`config.mk`:
```
export PLATFORM = sky130hd
export DESIGN_NAME = pipe_hazard_ctrl_flat
export DESIGN_NICKNAME = d
export VERILOG_FILES = /design/src/rtl/cpu_pipe_pkg.sv /design/src/rtl/pipe_hazard_ctrl_if.sv /design/src/rtl/fwd_select.sv /design/src/rtl/pipe_hazard_ctrl.sv /design/src/flat_wrapper.sv
export SDC_FILE = /design/constraint.sdc
export NUM_CORES = 1
export LEC_CHECK = 0
export CORE_ASPECT_RATIO = 0.6
export CORE_MARGIN = 2
export CORE_UTILIZATION = 35
export DETAILED_ROUTE_END_ITERATION = 6
export HOLD_SLACK_MARGIN = 0.08
export PLACE_DENSITY = 0.56
export SYNTH_ARGS = -nofsm -noshare
export SYNTH_HDL_FRONTEND = slang
export SYNTH_HIERARCHICAL = 1
export SYNTH_SLANG_ARGS = --single-unit
```
`constraint.sdc`:
```
create_clock -name clk -period 3.7 [get_ports clk]
set_input_delay 0.74 -clock clk [delete_from_list [all_inputs] [get_ports clk]]
set_output_delay 0.74 -clock clk [all_outputs]
set_load 0.05 [all_outputs]
```
`src/rtl/cpu_pipe_pkg.sv`:
```
// Shared types and constants for the 5-stage pipeline sequencing logic:
// forwarding-select codes, the shadow destination entry and its hit test.
package cpu_pipe_pkg;

    localparam int SHADOW_AW = 5;

    localparam logic [1:0] FWD_RF   = 2'b00;
    localparam logic [1:0] FWD_MEM  = 2'b01;
    localparam logic [1:0] FWD_WR   = 2'b10;
    localparam logic [1:0] FWD_LATE = 2'b11;

    typedef struct packed {
        logic                 valid;
        logic                 reg_wr;
        logic [SHADOW_AW-1:0] rw;
        logic                 load;
    } shadow_t;

    typedef enum logic [1:0] {
        CYC_RUN,
        CYC_STALL,
        CYC_FLUSH
    } cyc_e;

    // $0 is hardwired, so it never matches a producer.
    function automatic logic hit(input shadow_t s, input logic [SHADOW_AW-1:0] r);
        return s.valid & s.reg_wr & (s.rw == r) & (r != '0);
    endfunction

endpackage

```
`src/rtl/pipe_hazard_ctrl_if.sv`:
```
// ID-stage hazard inputs and pipeline control / forwarding outputs of the
// sequencing controller, bundled with pipeline-side and controller-side views.
interface pipe_hazard_ctrl_if #(
    parameter int REG_AW = 5,
    parameter int CNT_W  = 16
);
    logic [REG_AW-1:0] id_rs;
    logic [REG_AW-1:0] id_rt;
    logic              id_use_rs;
    logic              id_use_rt;
    logic              id_reg_wr;
    logic [REG_AW-1:0] id_rw;
    logic              id_load;
    logic              ex_taken;

    logic              pc_we;
    logic              ifid_we;
    logic              ifid_flush;
    logic              idex_bubble;
    logic [1:0]        fwd_a;
    logic [1:0]        fwd_b;
    logic [CNT_W-1:0]  stall_cnt;
    logic [CNT_W-1:0]  flush_cnt;

    modport master (
        output id_rs, id_rt, id_use_rs, id_use_rt, id_reg_wr, id_rw, id_load, ex_taken,
        input  pc_we, ifid_we, ifid_flush, idex_bubble, fwd_a, fwd_b, stall_cnt, flush_cnt
    );

    modport slave (
        input  id_rs, id_rt, id_use_rs, id_use_rt, id_reg_wr, id_rw, id_load, ex_taken,
        output pc_we, ifid_we, ifid_flush, idex_bubble, fwd_a, fwd_b, stall_cnt, flush_cnt
    );

endinterface

```
`src/rtl/fwd_select.sv`:
```
// Priority compare of one source register against the EX, MEM and WR shadow
// entries; the newest producer wins.
module fwd_select
    import cpu_pipe_pkg::*;
(
    input  logic [SHADOW_AW-1:0] src,
    input  shadow_t              ex_s,
    input  shadow_t              mem_s,
    input  shadow_t              wr_s,
    output logic [1:0]           sel
);

    always_comb begin
        // NOTE: default first so every path assigns sel and no latch is inferred.
        sel = FWD_RF;
        if (hit(ex_s, src)) begin
            sel = FWD_MEM;
        end else if (hit(mem_s, src)) begin
            sel = FWD_WR;
        end else if (hit(wr_s, src)) begin
            sel = FWD_LATE;
        end
    end

endmodule

```
`src/rtl/pipe_hazard_ctrl.sv`:
```
// Sequencing controller: tracks destination info for EX/MEM/WR, resolves
// load-use stalls and taken-branch flushes, and registers EX forwarding selects.
module pipe_hazard_ctrl
    import cpu_pipe_pkg::*;
#(
    parameter int REG_AW = SHADOW_AW,
    parameter int CNT_W  = 16
) (
    input  logic               clk,
    input  logic               rst,
    pipe_hazard_ctrl_if.slave  ctl
);

    shadow_t    ex_s;
    shadow_t    mem_s;
    shadow_t    wr_s;
    shadow_t    id_entry;
    logic       id_valid;
    logic       stall;
    logic       flush;
    logic       advance;
    cyc_e       cyc;
    logic [1:0] sel_rs;
    logic [1:0] sel_rt;

    assign id_entry = '{valid: 1'b1, reg_wr: ctl.id_reg_wr, rw: ctl.id_rw, load: ctl.id_load};

    assign stall = id_valid & ex_s.load &
                   ((hit(ex_s, ctl.id_rs) & ctl.id_use_rs) |
                    (hit(ex_s, ctl.id_rt) & ctl.id_use_rt));
    assign flush = ctl.ex_taken & ex_s.valid;

    // A taken branch squashes the ID instruction, so it overrides any stall.
    always_comb begin
        cyc = CYC_RUN;
        if (flush) begin
            cyc = CYC_FLUSH;
        end else if (stall) begin
            cyc = CYC_STALL;
        end
    end

    assign advance = id_valid & (cyc == CYC_RUN);

    always_comb begin
        ctl.pc_we       = 1'b1;
        ctl.ifid_we     = 1'b1;
        ctl.ifid_flush  = 1'b0;
        ctl.idex_bubble = 1'b0;
        case (cyc)
            CYC_STALL: begin
                ctl.pc_we       = 1'b0;
                ctl.ifid_we     = 1'b0;
                ctl.idex_bubble = 1'b1;
            end
            CYC_FLUSH: begin
                ctl.ifid_flush  = 1'b1;
                ctl.idex_bubble = 1'b1;
            end
            default: ;
        endcase
    end

    fwd_select u_fwd_rs (
        .src   (ctl.id_rs),
        .ex_s  (ex_s),
        .mem_s (mem_s),
        .wr_s  (wr_s),
        .sel   (sel_rs)
    );

    fwd_select u_fwd_rt (
        .src   (ctl.id_rt),
        .ex_s  (ex_s),
        .mem_s (mem_s),
        .wr_s  (wr_s),
        .sel   (sel_rt)
    );

    always_ff @(posedge clk) begin
        if (rst) begin
            ex_s          <= '0;
            mem_s         <= '0;
            wr_s          <= '0;
            id_valid      <= 1'b0;
            ctl.fwd_a     <= FWD_RF;
            ctl.fwd_b     <= FWD_RF;
            ctl.stall_cnt <= '0;
            ctl.flush_cnt <= '0;
        end else begin
            // NOTE: non-blocking so mem_s and wr_s shift from the old values.
            wr_s  <= mem_s;
            mem_s <= ex_s;
            ex_s  <= advance ? id_entry : '0;

            // A stalled IF/ID keeps its (valid) instruction; only a flush empties it.
            id_valid <= ~flush;

            ctl.fwd_a <= (advance & ctl.id_use_rs) ? sel_rs : FWD_RF;
            ctl.fwd_b <= (advance & ctl.id_use_rt) ? sel_rt : FWD_RF;

            if (cyc == CYC_STALL && ctl.stall_cnt != '1) begin
                ctl.stall_cnt <= ctl.stall_cnt + 1'b1;
            end
            if (cyc == CYC_FLUSH && ctl.flush_cnt != '1) begin
                ctl.flush_cnt <= ctl.flush_cnt + 1'b1;
            end
        end
    end

endmodule

```
`src/flat_wrapper.sv`:
```
// flat-port wrapper written by rule: the top's interface ports become plain ports
module pipe_hazard_ctrl_flat import cpu_pipe_pkg::*;
#(
    parameter int REG_AW = SHADOW_AW,
    parameter int CNT_W  = 16
)
  (clk, rst, ctl_id_rs, ctl_id_rt, ctl_id_use_rs, ctl_id_use_rt, ctl_id_reg_wr, ctl_id_rw, ctl_id_load, ctl_ex_taken, ctl_pc_we, ctl_ifid_we, ctl_ifid_flush, ctl_idex_bubble, ctl_fwd_a, ctl_fwd_b, ctl_stall_cnt, ctl_flush_cnt);
  pipe_hazard_ctrl_if #(.REG_AW(REG_AW), .CNT_W(CNT_W)) ctl_i ();
  input  logic clk;
  input  logic rst;
  input wire logic [$bits(ctl_i.id_rs)-1:0] ctl_id_rs;
  input wire logic [$bits(ctl_i.id_rt)-1:0] ctl_id_rt;
  input wire logic [$bits(ctl_i.id_use_rs)-1:0] ctl_id_use_rs;
  input wire logic [$bits(ctl_i.id_use_rt)-1:0] ctl_id_use_rt;
  input wire logic [$bits(ctl_i.id_reg_wr)-1:0] ctl_id_reg_wr;
  input wire logic [$bits(ctl_i.id_rw)-1:0] ctl_id_rw;
  input wire logic [$bits(ctl_i.id_load)-1:0] ctl_id_load;
  input wire logic [$bits(ctl_i.ex_taken)-1:0] ctl_ex_taken;
  output wire logic [$bits(ctl_i.pc_we)-1:0] ctl_pc_we;
  output wire logic [$bits(ctl_i.ifid_we)-1:0] ctl_ifid_we;
  output wire logic [$bits(ctl_i.ifid_flush)-1:0] ctl_ifid_flush;
  output wire logic [$bits(ctl_i.idex_bubble)-1:0] ctl_idex_bubble;
  output wire logic [$bits(ctl_i.fwd_a)-1:0] ctl_fwd_a;
  output wire logic [$bits(ctl_i.fwd_b)-1:0] ctl_fwd_b;
  output wire logic [$bits(ctl_i.stall_cnt)-1:0] ctl_stall_cnt;
  output wire logic [$bits(ctl_i.flush_cnt)-1:0] ctl_flush_cnt;
  assign ctl_i.id_rs = ctl_id_rs;
  assign ctl_i.id_rt = ctl_id_rt;
  assign ctl_i.id_use_rs = ctl_id_use_rs;
  assign ctl_i.id_use_rt = ctl_id_use_rt;
  assign ctl_i.id_reg_wr = ctl_id_reg_wr;
  assign ctl_i.id_rw = ctl_id_rw;
  assign ctl_i.id_load = ctl_id_load;
  assign ctl_i.ex_taken = ctl_ex_taken;
  assign ctl_pc_we = ctl_i.pc_we;
  assign ctl_ifid_we = ctl_i.ifid_we;
  assign ctl_ifid_flush = ctl_i.ifid_flush;
  assign ctl_idex_bubble = ctl_i.idex_bubble;
  assign ctl_fwd_a = ctl_i.fwd_a;
  assign ctl_fwd_b = ctl_i.fwd_b;
  assign ctl_stall_cnt = ctl_i.stall_cnt;
  assign ctl_flush_cnt = ctl_i.flush_cnt;
  pipe_hazard_ctrl #(.REG_AW(REG_AW), .CNT_W(CNT_W)) u_core (.clk(clk), .rst(rst), .ctl(ctl_i));
endmodule
```
Word level (Yosys, flattened, before mapping)

Index checks and enable logic that the tools add are counted.

Output and inout port bits: 40
Input bits: 22
Word-level logic and storage cells: 80
Flip-flop bits (word level): 59

Equal/unequal tests: 10
Add/sub/neg operators: 2
Reductions and logical operators: 11
Bitwise operators: 28
Muxes and demuxes: 12

Operator list:

| operator              | count |
|---|---|
| $add 16x1->16 const B | 2 |
| $ne 16x16->1 const B  | 2 |
| $eq 5x5->1            | 6 |
| $and 1x1->1           | 23 |
| $mux 2                | 5 |
| $reduce_bool 5->1     | 2 |
| $mux 8                | 1 |
| $reduce_or 2->1       | 4 |
| $mux 1                | 6 |
| $reduce_or 3->1       | 2 |
| $not 1->1             | 4 |
| $eq 2x1->1 const B    | 1 |
| $eq 2x2->1 const B    | 1 |
| $logic_and 1x1->1     | 2 |
| $logic_not 2->1       | 1 |
| $or 1x1->1            | 1 |

Logic depth before layout (Yosys ltp)

Gate-level depths: netlist (run 1).

Word-level depth: 13
Mapped depth: 8
Gate-level depth less buffers: 7

By module

Netlist (run 1), hierarchy kept.

Modules (own cells, without submodules):

| module           | area an instance (µm²) | cells each | times used | seq. area each (µm²) |
|---|---|---|---|---|
| pipe_hazard_ctrl | 2521.2                 | 276        | 1          | 1221.2 |
| fwd_select       | 229.0                  | 29         | 2          | 0.0 |

Least setup slack after synthesis (run 1)

No wires, ideal clock.

Path type: input-to-output
Start point: input port ctl_id_rt[0]
End point: output port ctl_pc_we
Stages on the path: 6
Slack: 524 ps
Arrival: 2436 ps
Data required time: 2960 ps
Buffers on the path: 1
Cell sequence: or4_4 -> a21oi_4 -> nor3_2 -> or2_4 -> nand3_1 -> buf_4

Cells in the longest elaborated chain, start to end: 10
Elaborated cells between the ends (all ways): 11
Those cells by class: 2 x eq/ne; 3 x mux; 5 x bitwise; 1 x reduce/logical

Ends and longest elaborated chain:

| item               | RTL line               | text |
|---|---|---|
| start: declaration | flat_wrapper.sv:12     | `input wire logic [$bits(ctl_i.id_rt)-1:0] ctl_id_rt;` |
| $eq 5x5->1         | cpu_pipe_pkg.sv:27     | `return s.valid & s.reg_wr & (s.rw == r) & (r != '0);` |
| $and 1x1->1        | cpu_pipe_pkg.sv:27     |  |
| $and 1x1->1 (*)    | cpu_pipe_pkg.sv:27     |  |
| $and 1x1->1 (*)    | pipe_hazard_ctrl.sv:30 | `(hit(ex_s, ctl.id_rt) & ctl.id_use_rt));` |
| $or 1x1->1 (*)     | pipe_hazard_ctrl.sv:29 | `((hit(ex_s, ctl.id_rs) & ctl.id_use_rs) \|` |
| $and 1x1->1 (*)    | pipe_hazard_ctrl.sv:28 | `assign stall = id_valid & ex_s.load &` |
| $mux 1 (*)         | pipe_hazard_ctrl.sv:38 | `end else if (stall) begin` |
| $mux 2 (*)         | pipe_hazard_ctrl.sv:36 | `if (flush) begin` |
| $eq 2x1->1 (*)     | n/a                    |  |
| $mux 1 (*)         | n/a                    |  |
| end: declaration   | flat_wrapper.sv:19     | `output wire logic [$bits(ctl_i.pc_we)-1:0] ctl_pc_we;` |

Mark *: on every way between the ends. The rest lies on a longest branch, timed or not.

Worst setup path after layout (run 1)

Start point: input port ctl_id_rs[0]
End point: output port ctl_ifid_we

Cells in the longest elaborated chain, start to end: 10
Elaborated cells between the ends (all ways): 11
Those cells by class: 2 x eq/ne; 3 x mux; 5 x bitwise; 1 x reduce/logical

Ends and longest elaborated chain:

| item               | RTL line               | text |
|---|---|---|
| start: declaration | flat_wrapper.sv:11     | `input wire logic [$bits(ctl_i.id_rs)-1:0] ctl_id_rs;` |
| $eq 5x5->1         | cpu_pipe_pkg.sv:27     |  |
| $and 1x1->1        | cpu_pipe_pkg.sv:27     |  |
| $and 1x1->1 (*)    | cpu_pipe_pkg.sv:27     |  |
| $and 1x1->1 (*)    | pipe_hazard_ctrl.sv:29 |  |
| $or 1x1->1 (*)     | pipe_hazard_ctrl.sv:29 |  |
| $and 1x1->1 (*)    | pipe_hazard_ctrl.sv:28 |  |
| $mux 1 (*)         | pipe_hazard_ctrl.sv:38 |  |
| $mux 2 (*)         | pipe_hazard_ctrl.sv:36 |  |
| $eq 2x1->1 (*)     | pipe_hazard_ctrl.sv:50 | `case (cyc)` |
| $mux 1 (*)         | pipe_hazard_ctrl.sv:50 |  |
| end: declaration   | flat_wrapper.sv:20     | `output wire logic [$bits(ctl_i.ifid_we)-1:0] ctl_ifid_we;` |

Marks and branches as above.

==> results.json, run 1 <==
{
  "power.density_mw_per_mm2": 398.9,
  "slew_viol_final": 0,
  "leakage_nw": 1.326,
  "design_area_mm2": 0.003988,
  "power_mw": 1.591,
  "syn_area_mm2": 0.002927,
  "switching_share": 0.2212,
  "first_pass_iters": 4,
  "grt_pass1_vias": 2358,
  "num_rows": 25,
  "die-area_mm2": 0.009133,
  "fmax_mhz": 292.0,
  "r2r_setup_slack_ns": 1.56,
  "layout_setup_ws_ns": 0.2749,
  "antenna_found_initial": 0,
  "yosysWarnings": 6,
  "holdCritPathClass": "reg -> reg",
  "die_w_um": 122.1,
  "vias": 2568,
  "cts_max_level": 3,
  "hold_start": "u_core/mem_s[6]",
  "path_class": "in -> out",
  "die_h_um": 74.83,
  "cts_setup_buffers": 0,
  "gp_congestion": 0.8972,
  "dpl_cell_area_mm2": 0.003692,
  "worst_setup_path_start_kind": "primary input",
  "wirelength_um": 7485,
  "setup_violations": 0,
  "clkTransAtPathRegs_ns": 0.05,
  "grt_max_degree": 49,
  "grt_use_total": 0.1747,
  "syn_inst": 330,
  "start_util": 0.3669,
  "cap_violations": 0,
  "cts_resized": 0,
  "dp.final_hpwl_um": 5555,
  "overflow": 0,
  "endpoint_kind": "output pin",
  "share_seq_of_total_power": 0.414,
  "insertion_delay_ns": 0.33,
  "ios": 62,
  "area_growth_pct": 36.25,
  "required_ns": 2.96,
  "route.detailed.wl_per_inst_um": 14.59,
  "cts_tree": "built",
  "crit_arrival_ns": 2.69,
  "status": "complete, no violations",
  "max_slew_margin": 0.6292,
  "power_switching_uw": 351.9,
  "finalNetCount": 424,
  "cp_slowest_stage_delay_ns": 0.58,
  "reg2reg_from": "u_core/ex_s[5]",
  "cp_max_fo": 6,
  "antenna_left": 0,
  "cpMaxStageDelayCell": "clkdlybuf4s50_1",
  "diodes": 0,
  "avgSynthCellArea_um2": 8.868,
  "fin_skew_ns": 0.003746,
  "r2r_end": "u_core/ctl.stall_cnt[13]",
  "hold_path_end": "u_core/wr_s[6]",
  "rr_worst_depth": 6,
  "viasPerCell": 5.006,
  "drive_above_1_share": 0.1136,
  "dp_cells": 497,
  "initialDrtViolationCount": 141,
  "fin_crit_sh": 0.9257,
  "period_minus_slack_ns": 3.425,
  "hold_viol": 0,
  "mostFrequentLayoutCells": "59 x dfxtp_1, 58 x clkdlybuf4s50_1, 38 x xnor2_1",
  "postCtsHoldBufs": 0,
  "drc": 0,
  "ir_worst_vdd_v": 0.0001876,
  "clock_path_buffers": 2,
  "cts-root-buf": "clkbuf_16",
  "whs_path_depth": 1,
  "grt_setup_unrepaired": "false",
  "grt_pass1_wl_um": 11980,
  "io_buffers": 61,
  "coreArea_mm2": 0.007976,
  "fillers": 764,
  "combPwrFrac": 0.074,
  "tightestPinTransition_ns": 0.5562,
  "syn-num-nets": 354,
  "tns_ns": 0,
  "dpl_worst_slack_ns": 0.2825,
  "numCtsBuffers": 9,
  "p_int_mw": 1.239,
  "pwr-share-clk": 0.512,
  "crit_chain": "clkdlybuf4s50_1, nor4_1, o21ai_2, nor3b_2, or2_4, nand3_1, buf_12",
  "numClockSinks": 59,
  "final_cells": 513,
  "final_common_cell": "dfxtp_1"
}
[worst max-delay path: cells and delay by family]
kind | cells | cell delay (ns)
AO/OA/AOI/OAI | 1 | 0.13
buffers and inverters | 2 | 0.75
AND/OR/NAND/NOR | 4 | 1.05
[flip-flops by register name, summed over array words and instances, names as in the netlist]
signal,count
u_core/ctl.flush_cnt,16
u_core/ex_s,8
u_core/ctl.fwd_b,2
u_core/id_valid,1
u_core/ctl.stall_cnt,16
u_core/ctl.fwd_a,2
u_core/wr_s,7
u_core/mem_s,7
[power groups by stage]
stage	clock network (mW)	logic, mW	registers, mW
2_1_floorplan	0	0.0620	0.669
3_3_place_gp	0	0.118	0.671
3_5_place_dp	0	0.118	0.671
4_1_cts	0.832	0.118	0.657
5_1_grt	0.862	0.128	0.659
6_report	0.815	0.118	0.658
[worst max path at each step]
stage	slack [ns]	end	cells after the start	startpoint
after detailed placement	0.28	ctl_ifid_we	7	ctl_id_rs[0]
final	0.27	ctl_ifid_we	7	ctl_id_rs[0]
after floorplan	0.52	ctl_pc_we	6	ctl_id_rt[0]
after CTS	0.27	ctl_ifid_we	7	ctl_id_rs[0]
after global routing	0.15	ctl_ifid_we	7	ctl_id_rs[0]
after global placement	0.32	ctl_ifid_we	7	ctl_id_rt[3]
[area by class of cell]
class	count	area, um^2	area share
clock buffers	11	242.7	0.06087
clock inverters	5	52.55	0.01318
inverters	6	22.52	0.005648
multi-input cells	257	1680	0.4214
flip-flops and latches	59	1181	0.2962
well taps	108	135.1	0.03389
repair buffers	67	673.1	0.1688
[stage by stage]
stage,hold slack (ns),util
global placement,0.4789,0.4629
CTS,0.4886,0.4999
floorplan,0.4594,-
global route,0.5034,0.4999
finish,0.4853,0.4999
detailed placement,0.4823,0.4629
[layer usage]
metal	track usage	share of wire	vias up
met5	0	0	-
met1	0.2545	0.54	1191
li1	-	-	1299
met2	0.2427	0.38	67
met3	0.05606	0.063	11
met4	0.05747	0.012	0
No activity file was read; power rests on OpenSTA's default activity.
==> run 2, diff against run 1 <==
--- a/config.mk
+++ b/config.mk
@@ -6,7 +6,7 @@
 export NUM_CORES = 1
 export LEC_CHECK = 0
 export CORE_ASPECT_RATIO = 0.6
-export CORE_MARGIN = 2
+export CORE_MARGIN = 3
 export CORE_UTILIZATION = 35
 export DETAILED_ROUTE_END_ITERATION = 6
 export HOLD_SLACK_MARGIN = 0.08
@@ -15,3 +15,4 @@
 export SYNTH_HDL_FRONTEND = slang
 export SYNTH_HIERARCHICAL = 1
 export SYNTH_SLANG_ARGS = --single-unit
+export TNS_END_PERCENT = 50
==> run 2 against run 1 <==
Setup slack worse by 0.024 ns. Combinational power hardly changed. Via count decreased by 2.0%. Core utilization shrank 0.60 points. Sequential power barely moved. Total power shrank 4.6%. Sequential share of layout area is 0.24 points higher. Worst hold slack improved by 0.0016 ns. Maximum frequency shrank 0.69%. Flip-flop and latch count unchanged. Clock skew about the same. Clock power is 8.8% lower.
==> results.json, run 2 (synthesis results as in run 1) <==
{
  "status": "complete, no violations",
  "finalNetCount": 424,
  "period_minus_slack_ns": 3.449,
  "whs_path_depth": 1,
  "ir_worst_vdd_v": 0.0002360,
  "coreArea_mm2": 0.008008,
  "cpMaxStageDelayCell": "clkdlybuf4s50_1",
  "final_cells": 511,
  "antenna_found_initial": 0,
  "design_area_mm2": 0.003955,
  "cp_max_fo": 6,
  "cp_top_family": "simple AND/OR/NAND/NOR gates",
  "mostFrequentLayoutCells": "59 x dfxtp_1, 57 x clkdlybuf4s50_1, 38 x xnor2_1",
  "route.detailed.wl_per_inst_um": 14.94,
  "dp_cells": 497,
  "hold_path_end": "u_core/wr_s[7]",
  "tns_ns": 0,
  "tightestPinTransition_ns": 0.5912,
  "num_rows": 25,
  "hold_viol": 0,
  "wirelength_um": 7636,
  "numCtsBuffers": 9,
  "worst_setup_path_start_kind": "primary input",
  "postCtsHoldBufs": 0,
  "grt_use_total": 0.1725,
  "r2r_setup_slack_ns": 1.63,
  "top_regs": "u_core/ctl.flush_cnt (16), u_core/ctl.stall_cnt (16), u_core/ex_s (8)",
  "grt_setup_unrepaired": "false",
  "initialDrtViolationCount": 213,
  "r2r_end": "u_core/ctl.stall_cnt[13]",
  "crit_chain": "clkdlybuf4s50_1, or2_2, o21ai_2, nor3b_2, or2_4, nand3_1, buf_12",
  "endpoint_kind": "output pin",
  "antenna_left": 0,
  "fmax_mhz": 290.0,
  "fin_skew_ns": 0.004221,
  "first_pass_iters": 4,
  "die_w_um": 124.1,
  "grt_max_degree": 32,
  "grt_pass1_vias": 2385,
  "max_slew_margin": 0.6058,
  "hold_start": "u_core/mem_s[7]",
  "leakage_nw": 1.317,
  "ios": 62,
  "die-area_mm2": 0.009531,
  "required_ns": 2.96,
  "overflow": 0,
  "cts_max_level": 3,
  "cts_resized": 0,
  "diodes": 0,
  "power.density_mw_per_mm2": 383.8,
  "dp.final_hpwl_um": 5738,
  "fillers": 789,
  "gp_congestion": 0.9231,
  "vias": 2516,
  "crit_arrival_ns": 2.71,
  "holdCritPathClass": "reg -> reg",
  "cap_violations": 0,
  "area_growth_pct": 35.14,
  "clkTransAtPathRegs_ns": 0.05,
  "cts_setup_buffers": 0,
  "final_common_cell": "dfxtp_1",
  "cp_slowest_stage_delay_ns": 0.54,
  "slew_viol_final": 0,
  "rr_worst_depth": 6,
  "setup_violations": 0,
  "cts_tree": "built",
  "cts-root-buf": "clkbuf_16",
  "path_class": "in -> out",
  "start_util": 0.3655,
  "drc": 0,
  "reg2reg_from": "u_core/ex_s[2]",
  "numClockSinks": 59,
  "die_h_um": 76.83,
  "holdWs_ns": 0.4869,
  "viasPerCell": 4.924,
  "drive_above_1_share": 0.1141,
  "grt_pass1_wl_um": 12690,
  "io_buffers": 61,
  "fin_crit_sh": 0.9321,
  "crit_buf_inv": 2,
  "insertion_delay_ns": 0.32,
  "clock_path_buffers": 2,
  "dpl_cell_area_mm2": 0.003687
}
run 2: per-stage QoR:
stage                     setup slack (ns)  power (mW)  utilization
after global routing                0.1651       1.575       0.4939
after CTS                           0.2474       1.541       0.4939
after detailed placement            0.2521      0.7873       0.4605
final                               0.2513       1.518       0.4939
after floorplan                     0.5237      0.7311            -
after global placement              0.3228      0.7859       0.4605
run 2: worst max path at each step:
stage | from | end | slack, ns | cells after the start
5_1_grt | ctl_id_rs[4] | ctl_ifid_we | 0.17 | 7
4_1_cts | ctl_id_rs[4] | ctl_ifid_we | 0.25 | 7
3_3_place_gp | ctl_id_rs[4] | ctl_ifid_we | 0.32 | 7
6_report | ctl_id_rs[4] | ctl_ifid_we | 0.25 | 7
3_5_place_dp | ctl_id_rs[4] | ctl_ifid_we | 0.25 | 7
2_1_floorplan | ctl_id_rt[0] | ctl_pc_we | 0.52 | 6
run 2: power by group:
part | total [mW] | leakage [nW] | internal, mW | switching [mW]
clock network | 0.743 | 0.137 | 0.477 | 0.266
registers | 0.658 | 0.478 | 0.646 | 0.0125
logic | 0.117 | 0.703 | 0.0581 | 0.0585
run 2: worst reg2reg max path, stage by stage, from the launching register on:
cell and delay, ns:
dfxtp_1 0.50, xnor2_1 0.16, nand4_1 0.16, nor4_1 0.30, a41oi_2 0.16, or4_1 0.57
a21oi_1 0.14
run 2: layout make-up:
class                      count  area (um^2)  area share
clock buffer                  11        252.7     0.06390
clock inverter                 3        15.01    0.003796
inverter                       6        22.52    0.005694
multi-input combinational    257         1680      0.4249
sequential                    59         1181      0.2986
tap                          108        135.1     0.03417
timing repair buffer          67        668.1      0.1689
run 2: layer usage:
layer,vias up,global-route usage,part of all wire
met5,-,0,0
met4,0,0.06230,0.014
met3,10,0.05380,0.061
met2,60,0.2171,0.38
met1,1153,0.2666,0.54
li1,1293,-,-
